**src/rtl/core_run_ctrl_if.sv**
```systemverilog
// Run-control bus between the harness (master) and core_run_ctrl (slave):
// run start, core retire/halt observation, reset to the core and run verdict.
interface core_run_ctrl_if #(
    parameter int CNT_W        = 32,
    parameter int RETIRE_LANES = 1
);
    logic                    start;
    logic [RETIRE_LANES-1:0] retire_valid;
    logic                    halt;
    logic [31:0]             halt_code;
    logic                    core_rst_;
    logic                    busy;
    logic                    done;
    logic                    pass;
    logic                    timeout;
    logic                    hang;
    logic [CNT_W-1:0]        cycle_cnt;
    logic [CNT_W-1:0]        retire_cnt;
    logic [31:0]             exit_code;

    modport master (
        output start, retire_valid, halt, halt_code,
        input  core_rst_, busy, done, pass, timeout, hang,
        input  cycle_cnt, retire_cnt, exit_code
    );

    modport slave (
        input  start, retire_valid, halt, halt_code,
        output core_rst_, busy, done, pass, timeout, hang,
        output cycle_cnt, retire_cnt, exit_code
    );
endinterface

```
**src/rtl/core_run_ctrl.sv**
```systemverilog
// Sequences core reset, counts RUN cycles/retires, ends a run on halt, timeout or hang.
// All outputs registered; core_rst_ rises RST_CYCLES edges after start is sampled; no backpressure.
module core_run_ctrl #(
    parameter int RST_CYCLES   = 4,
    parameter int CNT_W        = 32,
    parameter int MAX_CYCLES   = 100000,
    parameter int STALL_LIMIT  = 256,
    parameter int RETIRE_LANES = 1,
    parameter int DRAIN_CYCLES = 4
) (
    input  logic             clk,
    input  logic             rst,
    core_run_ctrl_if.slave   bus
);
    localparam int RCW = (RST_CYCLES > 1) ? $clog2(RST_CYCLES) : 1;
    localparam int DCW = (DRAIN_CYCLES > 1) ? $clog2(DRAIN_CYCLES) : 1;
    localparam int SCW = $clog2(STALL_LIMIT + 1);

    localparam logic [RCW-1:0]   RST_LAST   = RCW'(RST_CYCLES - 1);
    localparam logic [DCW-1:0]   DRAIN_LAST = DCW'((DRAIN_CYCLES > 0) ? DRAIN_CYCLES - 1 : 0);
    localparam logic [SCW-1:0]   STALL_LAST = SCW'(STALL_LIMIT - 1);
    localparam logic [CNT_W-1:0] CYC_LAST   = CNT_W'(MAX_CYCLES - 1);

    typedef enum logic [2:0] {S_IDLE, S_RESET, S_RUN, S_DRAIN, S_DONE} state_t;

    state_t           state;
    logic [RCW-1:0]   rst_cnt;
    logic [DCW-1:0]   drain_cnt;
    logic [SCW-1:0]   stall_cnt;
    logic [CNT_W-1:0] cycle_cnt;
    logic [CNT_W-1:0] retire_cnt;
    logic [31:0]      exit_code;
    logic             core_rst_q;
    logic             busy;
    logic             done;
    logic             pass;
    logic             timeout;
    logic             hang;

    logic [2:0]       pop;
    logic [CNT_W:0]   ret_sum;
    logic [CNT_W-1:0] ret_next;
    logic             any_ret;

    always_comb begin
        pop = '0;
        for (int i = 0; i < RETIRE_LANES; i++) begin
            pop = pop + 3'(bus.retire_valid[i]);
        end
        any_ret  = |bus.retire_valid;
        ret_sum  = {1'b0, retire_cnt} + (CNT_W+1)'(pop);
        ret_next = ret_sum[CNT_W] ? '1 : ret_sum[CNT_W-1:0];
    end

    always_ff @(posedge clk) begin
        if (rst) begin
            state      <= S_IDLE;
            rst_cnt    <= '0;
            drain_cnt  <= '0;
            stall_cnt  <= '0;
            cycle_cnt  <= '0;
            retire_cnt <= '0;
            exit_code  <= '0;
            core_rst_q <= 1'b0;
            busy       <= 1'b0;
            done       <= 1'b0;
            pass       <= 1'b0;
            timeout    <= 1'b0;
            hang       <= 1'b0;
        end else begin
            case (state)
                S_IDLE, S_DONE: begin
                    if (bus.start) begin
                        state      <= S_RESET;
                        rst_cnt    <= '0;
                        drain_cnt  <= '0;
                        stall_cnt  <= '0;
                        cycle_cnt  <= '0;
                        retire_cnt <= '0;
                        exit_code  <= '0;
                        core_rst_q <= 1'b0;
                        busy       <= 1'b1;
                        done       <= 1'b0;
                        pass       <= 1'b0;
                        timeout    <= 1'b0;
                        hang       <= 1'b0;
                    end
                end
                S_RESET: begin
                    if (rst_cnt == RST_LAST) begin
                        state      <= S_RUN;
                        core_rst_q <= 1'b1;
                    end else begin
                        rst_cnt <= rst_cnt + RCW'(1);
                    end
                end
                S_RUN: begin
                    cycle_cnt  <= cycle_cnt + CNT_W'(1);
                    retire_cnt <= ret_next;
                    stall_cnt  <= any_ret ? '0 : stall_cnt + SCW'(1);
                    // halt outranks timeout, which outranks hang, on the same cycle
                    if (bus.halt) begin
                        exit_code <= bus.halt_code;
                        if (DRAIN_CYCLES == 0) begin
                            state      <= S_DONE;
                            core_rst_q <= 1'b0;
                            busy       <= 1'b0;
                            done       <= 1'b1;
                            pass       <= (bus.halt_code == 32'd0);
                        end else begin
                            state     <= S_DRAIN;
                            drain_cnt <= '0;
                        end
                    end else if (cycle_cnt == CYC_LAST) begin
                        state      <= S_DONE;
                        core_rst_q <= 1'b0;
                        busy       <= 1'b0;
                        done       <= 1'b1;
                        timeout    <= 1'b1;
                    end else if (!any_ret && stall_cnt == STALL_LAST) begin
                        state      <= S_DONE;
                        core_rst_q <= 1'b0;
                        busy       <= 1'b0;
                        done       <= 1'b1;
                        hang       <= 1'b1;
                    end
                end
                S_DRAIN: begin
                    // only reachable through halt, so the verdict rests on exit_code alone
                    if (drain_cnt == DRAIN_LAST) begin
                        state      <= S_DONE;
                        core_rst_q <= 1'b0;
                        busy       <= 1'b0;
                        done       <= 1'b1;
                        pass       <= (exit_code == 32'd0);
                    end else begin
                        drain_cnt <= drain_cnt + DCW'(1);
                    end
                end
                default: state <= S_IDLE;
            endcase
        end
    end

    assign bus.core_rst_  = core_rst_q;
    assign bus.busy       = busy;
    assign bus.done       = done;
    assign bus.pass       = pass;
    assign bus.timeout    = timeout;
    assign bus.hang       = hang;
    assign bus.cycle_cnt  = cycle_cnt;
    assign bus.retire_cnt = retire_cnt;
    assign bus.exit_code  = exit_code;
endmodule
```
**src/flat_wrapper.sv**
```systemverilog
// flat-port wrapper written by rule: the top's interface ports become plain ports
module core_run_ctrl_flat 
#(
    parameter int RST_CYCLES   = 4,
    parameter int CNT_W        = 32,
    parameter int MAX_CYCLES   = 100000,
    parameter int STALL_LIMIT  = 256,
    parameter int RETIRE_LANES = 1,
    parameter int DRAIN_CYCLES = 4
)
  (clk, rst, bus_start, bus_retire_valid, bus_halt, bus_halt_code, bus_core_rst_, bus_busy, bus_done, bus_pass, bus_timeout, bus_hang, bus_cycle_cnt, bus_retire_cnt, bus_exit_code);
  core_run_ctrl_if #(.CNT_W(CNT_W), .RETIRE_LANES(RETIRE_LANES)) bus_i ();
  input  logic clk;
  input  logic rst;
  input wire logic [$bits(bus_i.start)-1:0] bus_start;
  input wire logic [$bits(bus_i.retire_valid)-1:0] bus_retire_valid;
  input wire logic [$bits(bus_i.halt)-1:0] bus_halt;
  input wire logic [$bits(bus_i.halt_code)-1:0] bus_halt_code;
  output wire logic [$bits(bus_i.core_rst_)-1:0] bus_core_rst_;
  output wire logic [$bits(bus_i.busy)-1:0] bus_busy;
  output wire logic [$bits(bus_i.done)-1:0] bus_done;
  output wire logic [$bits(bus_i.pass)-1:0] bus_pass;
  output wire logic [$bits(bus_i.timeout)-1:0] bus_timeout;
  output wire logic [$bits(bus_i.hang)-1:0] bus_hang;
  output wire logic [$bits(bus_i.cycle_cnt)-1:0] bus_cycle_cnt;
  output wire logic [$bits(bus_i.retire_cnt)-1:0] bus_retire_cnt;
  output wire logic [$bits(bus_i.exit_code)-1:0] bus_exit_code;
  assign bus_i.start = bus_start;
  assign bus_i.retire_valid = bus_retire_valid;
  assign bus_i.halt = bus_halt;
  assign bus_i.halt_code = bus_halt_code;
  assign bus_core_rst_ = bus_i.core_rst_;
  assign bus_busy = bus_i.busy;
  assign bus_done = bus_i.done;
  assign bus_pass = bus_i.pass;
  assign bus_timeout = bus_i.timeout;
  assign bus_hang = bus_i.hang;
  assign bus_cycle_cnt = bus_i.cycle_cnt;
  assign bus_retire_cnt = bus_i.retire_cnt;
  assign bus_exit_code = bus_i.exit_code;
  core_run_ctrl #(.RST_CYCLES(RST_CYCLES), .CNT_W(CNT_W), .MAX_CYCLES(MAX_CYCLES), .STALL_LIMIT(STALL_LIMIT), .RETIRE_LANES(RETIRE_LANES), .DRAIN_CYCLES(DRAIN_CYCLES)) u_core (.clk(clk), .rst(rst), .bus(bus_i));
endmodule
```
**config.mk**
```make
export PLATFORM = sky130hd
export DESIGN_NAME = core_run_ctrl_flat
export DESIGN_NICKNAME = d
export VERILOG_FILES = /design/src/rtl/core_run_ctrl_if.sv /design/src/rtl/core_run_ctrl.sv /design/src/flat_wrapper.sv
export SDC_FILE = /design/constraint.sdc
export NUM_CORES = 1
export LEC_CHECK = 0
export CAP_MARGIN = 20
export CORE_MARGIN = 4
export CORE_UTILIZATION = 50
export DETAILED_ROUTE_END_ITERATION = 10
export GPL_TIMING_DRIVEN = 0
export PLACE_DENSITY = 0.85
export SETUP_SLACK_MARGIN = 0.5
export SYNTH_ARGS = -nofsm -noshare
export SYNTH_HDL_FRONTEND = slang
export SYNTH_SLANG_ARGS = --single-unit
```
**constraint.sdc**
```tcl
create_clock -name clk -period 2.9 [get_ports clk]
set_clock_uncertainty 0.05 [all_clocks]
set_input_delay 0.58 -clock clk [delete_from_list [all_inputs] [get_ports clk]]
set_output_delay 0.58 -clock clk [all_outputs]
set_load 0.05 [all_outputs]
```
==> metrics.md <==
| Metric | Value |
|---|---|
| P_sw | `1.195 mW` |
| Adder-cell share of the synthesized area | `1.523%` |
| Largest net degree at the start of global routing | `17` |
| Post-Synth XOR/XNOR Area | `0%` |
| Main area contributors after synthesis | `dfxtp_1, a21oi_1, nand2_1` |
| Pleak | `2.861 nW` |
| Met3 wire len | `2595 µm` |
| Register clock-pin slew on the reported worst setup and hold paths | `about 0.06 ns` |
| Total Routing Usage GR | `31.19%` |
| Highest metal used | `met4` |
| Drc violations | `0` |
| First-pass GRT wire length | `32,830 µm` |
| Placement Rows | `38` |
| Synthesis Warnings | `0` |
| Crit path kind | `flip-flop to flip-flop` |
| Syn Inst Count | `roughly 720` |
| Unrepaired setup endpoints after global routing | `true` |
| Detail Route Antenna Nets | `0` |
| Combinational share of power | `14.5%` |
| Primary FF master, synth | `dfxtp_1` |
| Crit end category | `flip-flop` |
| Top cells by count, synth | `dfxtp_1, a21oi_1, nand2_1` |
| Number of buffers added on ports | `136` |
| Yosys cell types | `60` |
| Fin Setup TNS | `0 ns` |
| Final-report hold violation count | `0` |
| Max_cap viols | `0` |
| RePlAce Congestion | `0.9316` |
| Area after DPL | `0.007367 mm²` |
| Vias in the first global route | `6,567` |
| Compound-Gate Fraction of Synth Area | `between 20% and 30%` |
| Vias per Instance | `6.473` |
| Largest family of logic cells by synthesized area | `simple AND/OR/NAND/NOR gates` |
| Rel. slew slack | `55.96%` |
| Final setup fails | `0` |
| Initial antenna violation count | `0` |
| CTS Buffer Depth | `2` |
| Top-count cell post-synth | `dfxtp_1` |
| Hold buffers post-CTS | `0` |
| Status | `finished, final reports clean` |
| Syn-to-layout area delta | `41.97%` |
| R2r setup slk | `between 0.4 and 0.5 ns` |
| Internal | `3.092 mW` |
| EDFF count, synth | `0` |
| Critical Path RT | `around 3.2 ns` |
| Routed len/inst | `20.19 µm` |
| Startpoint class of the critical path | `flip-flop` |
| Placed insts | `995` |
| Clk pwr share | `46.1%` |
| Iter 0 DRT Violations | `863` |
| Num CTS Buffers | `17` |
| Multiplexer share of the synthesized area | `2.850%` |
| Post-route cell area | `0.008164 mm²` |
| Synth area leader | `dfxtp_1` |
| Met2 routed WL | `slightly below 10,000 µm` |
| Die ar. | `about 0.013 mm²` |
| Ant diodes | `0` |
| Switching share of total power | `27.87%` |
| WL met1 | `7719 µm` |
| Yosys reg bits | `between 100 and 150` |
| Nets | `928` |
| Vias | `6,706` |
| Worst vdd ir | `between 0.0005 and 0.0006 V` |
| Syn Area/Cell | `7.998 µm²` |
| Period Utilization, post-route | `84.72%` |
| CTS H-tree lvls | `4` |
| Seq pwr share | `approximately two fifths` |
| HP Class | `flip-flop to flip-flop` |
| CP max FO | `10` |
| Drt pass-1 iters | `5` |
| Routed WL | `20,920 µm` |
| IO Count | `139` |
| Seq/Total Area, Yosys | `41.08%` |
| Clk sink count | `118` |
| GRT overflow | `0` |
| Share of the synthesized area in the top cell type | `41.08%` |
| Clock Latency Late Sink | `0.42 ns` |
| Share of cells above drive strength 1 | `between 10% and 20%` |
| Post-synth ARST share | `0%` |
| Syn Std Cell Area | `roughly 0.0058 mm²` |
| Starting Density | `52.13%` |
| Power Density | `between 500 and 600 mW/mm²` |
| Clock Tree Root | `clkbuf_16` |
| Slew Limit Fails | `0` |
| Area of the core | `~0.011 mm²` |
| Fill count | `799` |
| Post-Syn Nets | `between 700 and 800` |
| Hpwl dp | `14,160 µm` |
| Cell Count, Final, Fillers Out | `1,036` |
| Die width | `115.2 µm` |
| Fmax | `407.0 MHz` |
| Worst Tran Pin Value | `0.6606 ns` |
| Die Span Y | `115.2 µm` |
| Simple-gate share of the synthesized area | `30.03%` |
| CTS tree | `done` |
| Final worst path period need | `2.457 ns` |
| Critical Path AT | `2.76 ns` |
-- power by group through the flow --
stage / Sequential [mW] / Clock (mW) / Combinational (mW)
after floorplan: 1.79 / 0 / 0.277
after global placement: 1.71 / 0 / 0.562
after detailed placement: 1.71 / 0 / 0.580
after CTS: 1.68 / 1.97 / 0.595
after global routing: 1.69 / 2.05 / 0.666
final: 1.69 / 1.98 / 0.623
-- cell usage in the layout, fill, tap and decap left out, types with 10 or more instances in the layout --
cell	count
clkdlybuf4s50_1	125
a21oi_1	96
dfxtp_1	94
nand2_1	79
nand3_1	59
nor2_1	40
clkbuf_1	36
nand4_1	22
and3_1	19
o21ai_0	19
nor4_1	18
clkbuf_16	18
dfxtp_2	18
a31oi_1	16
nor3_1	14
or4_1	12
mux2_2	11
or3_1	11
inv_1	10
buf_4	10
-- cell type report --
| class | instances | area [µm²] | share of cell area (%) |
|---|---|---|---|
| Sequential cell | 118 | 2407 | 29.49 |
| Multi-Input combinational cell | 540 | 3272 | 40.08 |
| Timing Repair Buffer | 146 | 1456 | 17.84 |
| Buffer | 51 | 264.0 | 3.234 |
| Tap cell | 140 | 175.2 | 2.146 |
| Inverter | 10 | 37.54 | 0.4598 |
| Clock buffer | 22 | 475.5 | 5.824 |
| Clock inverter | 9 | 76.32 | 0.9349 |
-- cells by family after synthesis --
family | count (synthesis)
AO/OA/AOI/OAI | 193
adder cells (fa/ha/maj) | 7
buffers and inverters | 61
flip-flops | 118
multiplexers | 15
AND/OR/NAND/NOR | 325
-- sequential cells by signal, indices dropped and copies added, names as in the netlist --
register and count:
u_core.stall_cnt 9, u_core.bus.busy 1, u_core.state 3, u_core.bus.retire_cnt 32
u_core.rst_cnt 2, u_core.bus.cycle_cnt 32, u_core.drain_cnt 2, u_core.bus.core_rst_ 1
u_core.bus.done 1, u_core.bus.timeout 1, u_core.bus.exit_code 32, u_core.bus.pass 1
u_core.bus.hang 1
-- timing repair --
item,in CTS,in global routing
pin swaps,6,3
endpoints found under the setup margin,110,85
endpoints found under the hold margin,0,0
setup buffers,8,2
resized for setup,25,37
-- critical path, cell delays in order (launching register included) --
cell and delay [ns]:
dfxtp_2 0.33, buf_6 0.09, or3b_4 0.36, buf_6 0.14, or4_4 0.43, or3_4 0.35, buf_8 0.15, or3_4 0.36
a21oi_2 0.12
-- stage by stage --
stage          util, %  setup WS [ns]  hold WS, ns  total power, mW
2_1_floorplan        -         0.4549       0.4039            2.067
3_3_place_gp     66.79        -0.3819       0.4111            2.276
3_5_place_dp     66.79        -0.4377       0.4275            2.295
4_1_cts          72.92         0.4327       0.4334            4.252
5_1_grt          74.01         0.4012       0.4648            4.406
6_report         74.01         0.4432       0.4310            4.287
-- metal layers --
| layer | vias to the layer above | global-route usage (%) |
|---|---|---|
| met5 | - | 0 |
| met4 | 0 | 12.44 |
| met3 | 86 | 12.21 |
| met2 | 431 | 51.70 |
| met1 | 3146 | 36.20 |
| li1 | 3043 | - |
-- worst paths after layout --
path / from / endpoint / depth (start not counted)
setup / recovery: u_core.state[1]$_SDFFE_PP0P_ / u_core.bus.cycle_cnt[30]$_SDFFE_PP0P_ / 8
hold / removal: u_core.bus.exit_code[23]$_SDFFE_PP0P_ / u_core.bus.exit_code[23]$_SDFFE_PP0P_ / 2
setup reg to reg: u_core.state[1]$_SDFFE_PP0P_ / u_core.bus.cycle_cnt[30]$_SDFFE_PP0P_ / 8
hold reg to reg: u_core.bus.exit_code[23]$_SDFFE_PP0P_ / u_core.bus.exit_code[23]$_SDFFE_PP0P_ / 2
No activity file was read; power rests on OpenSTA's default activity.
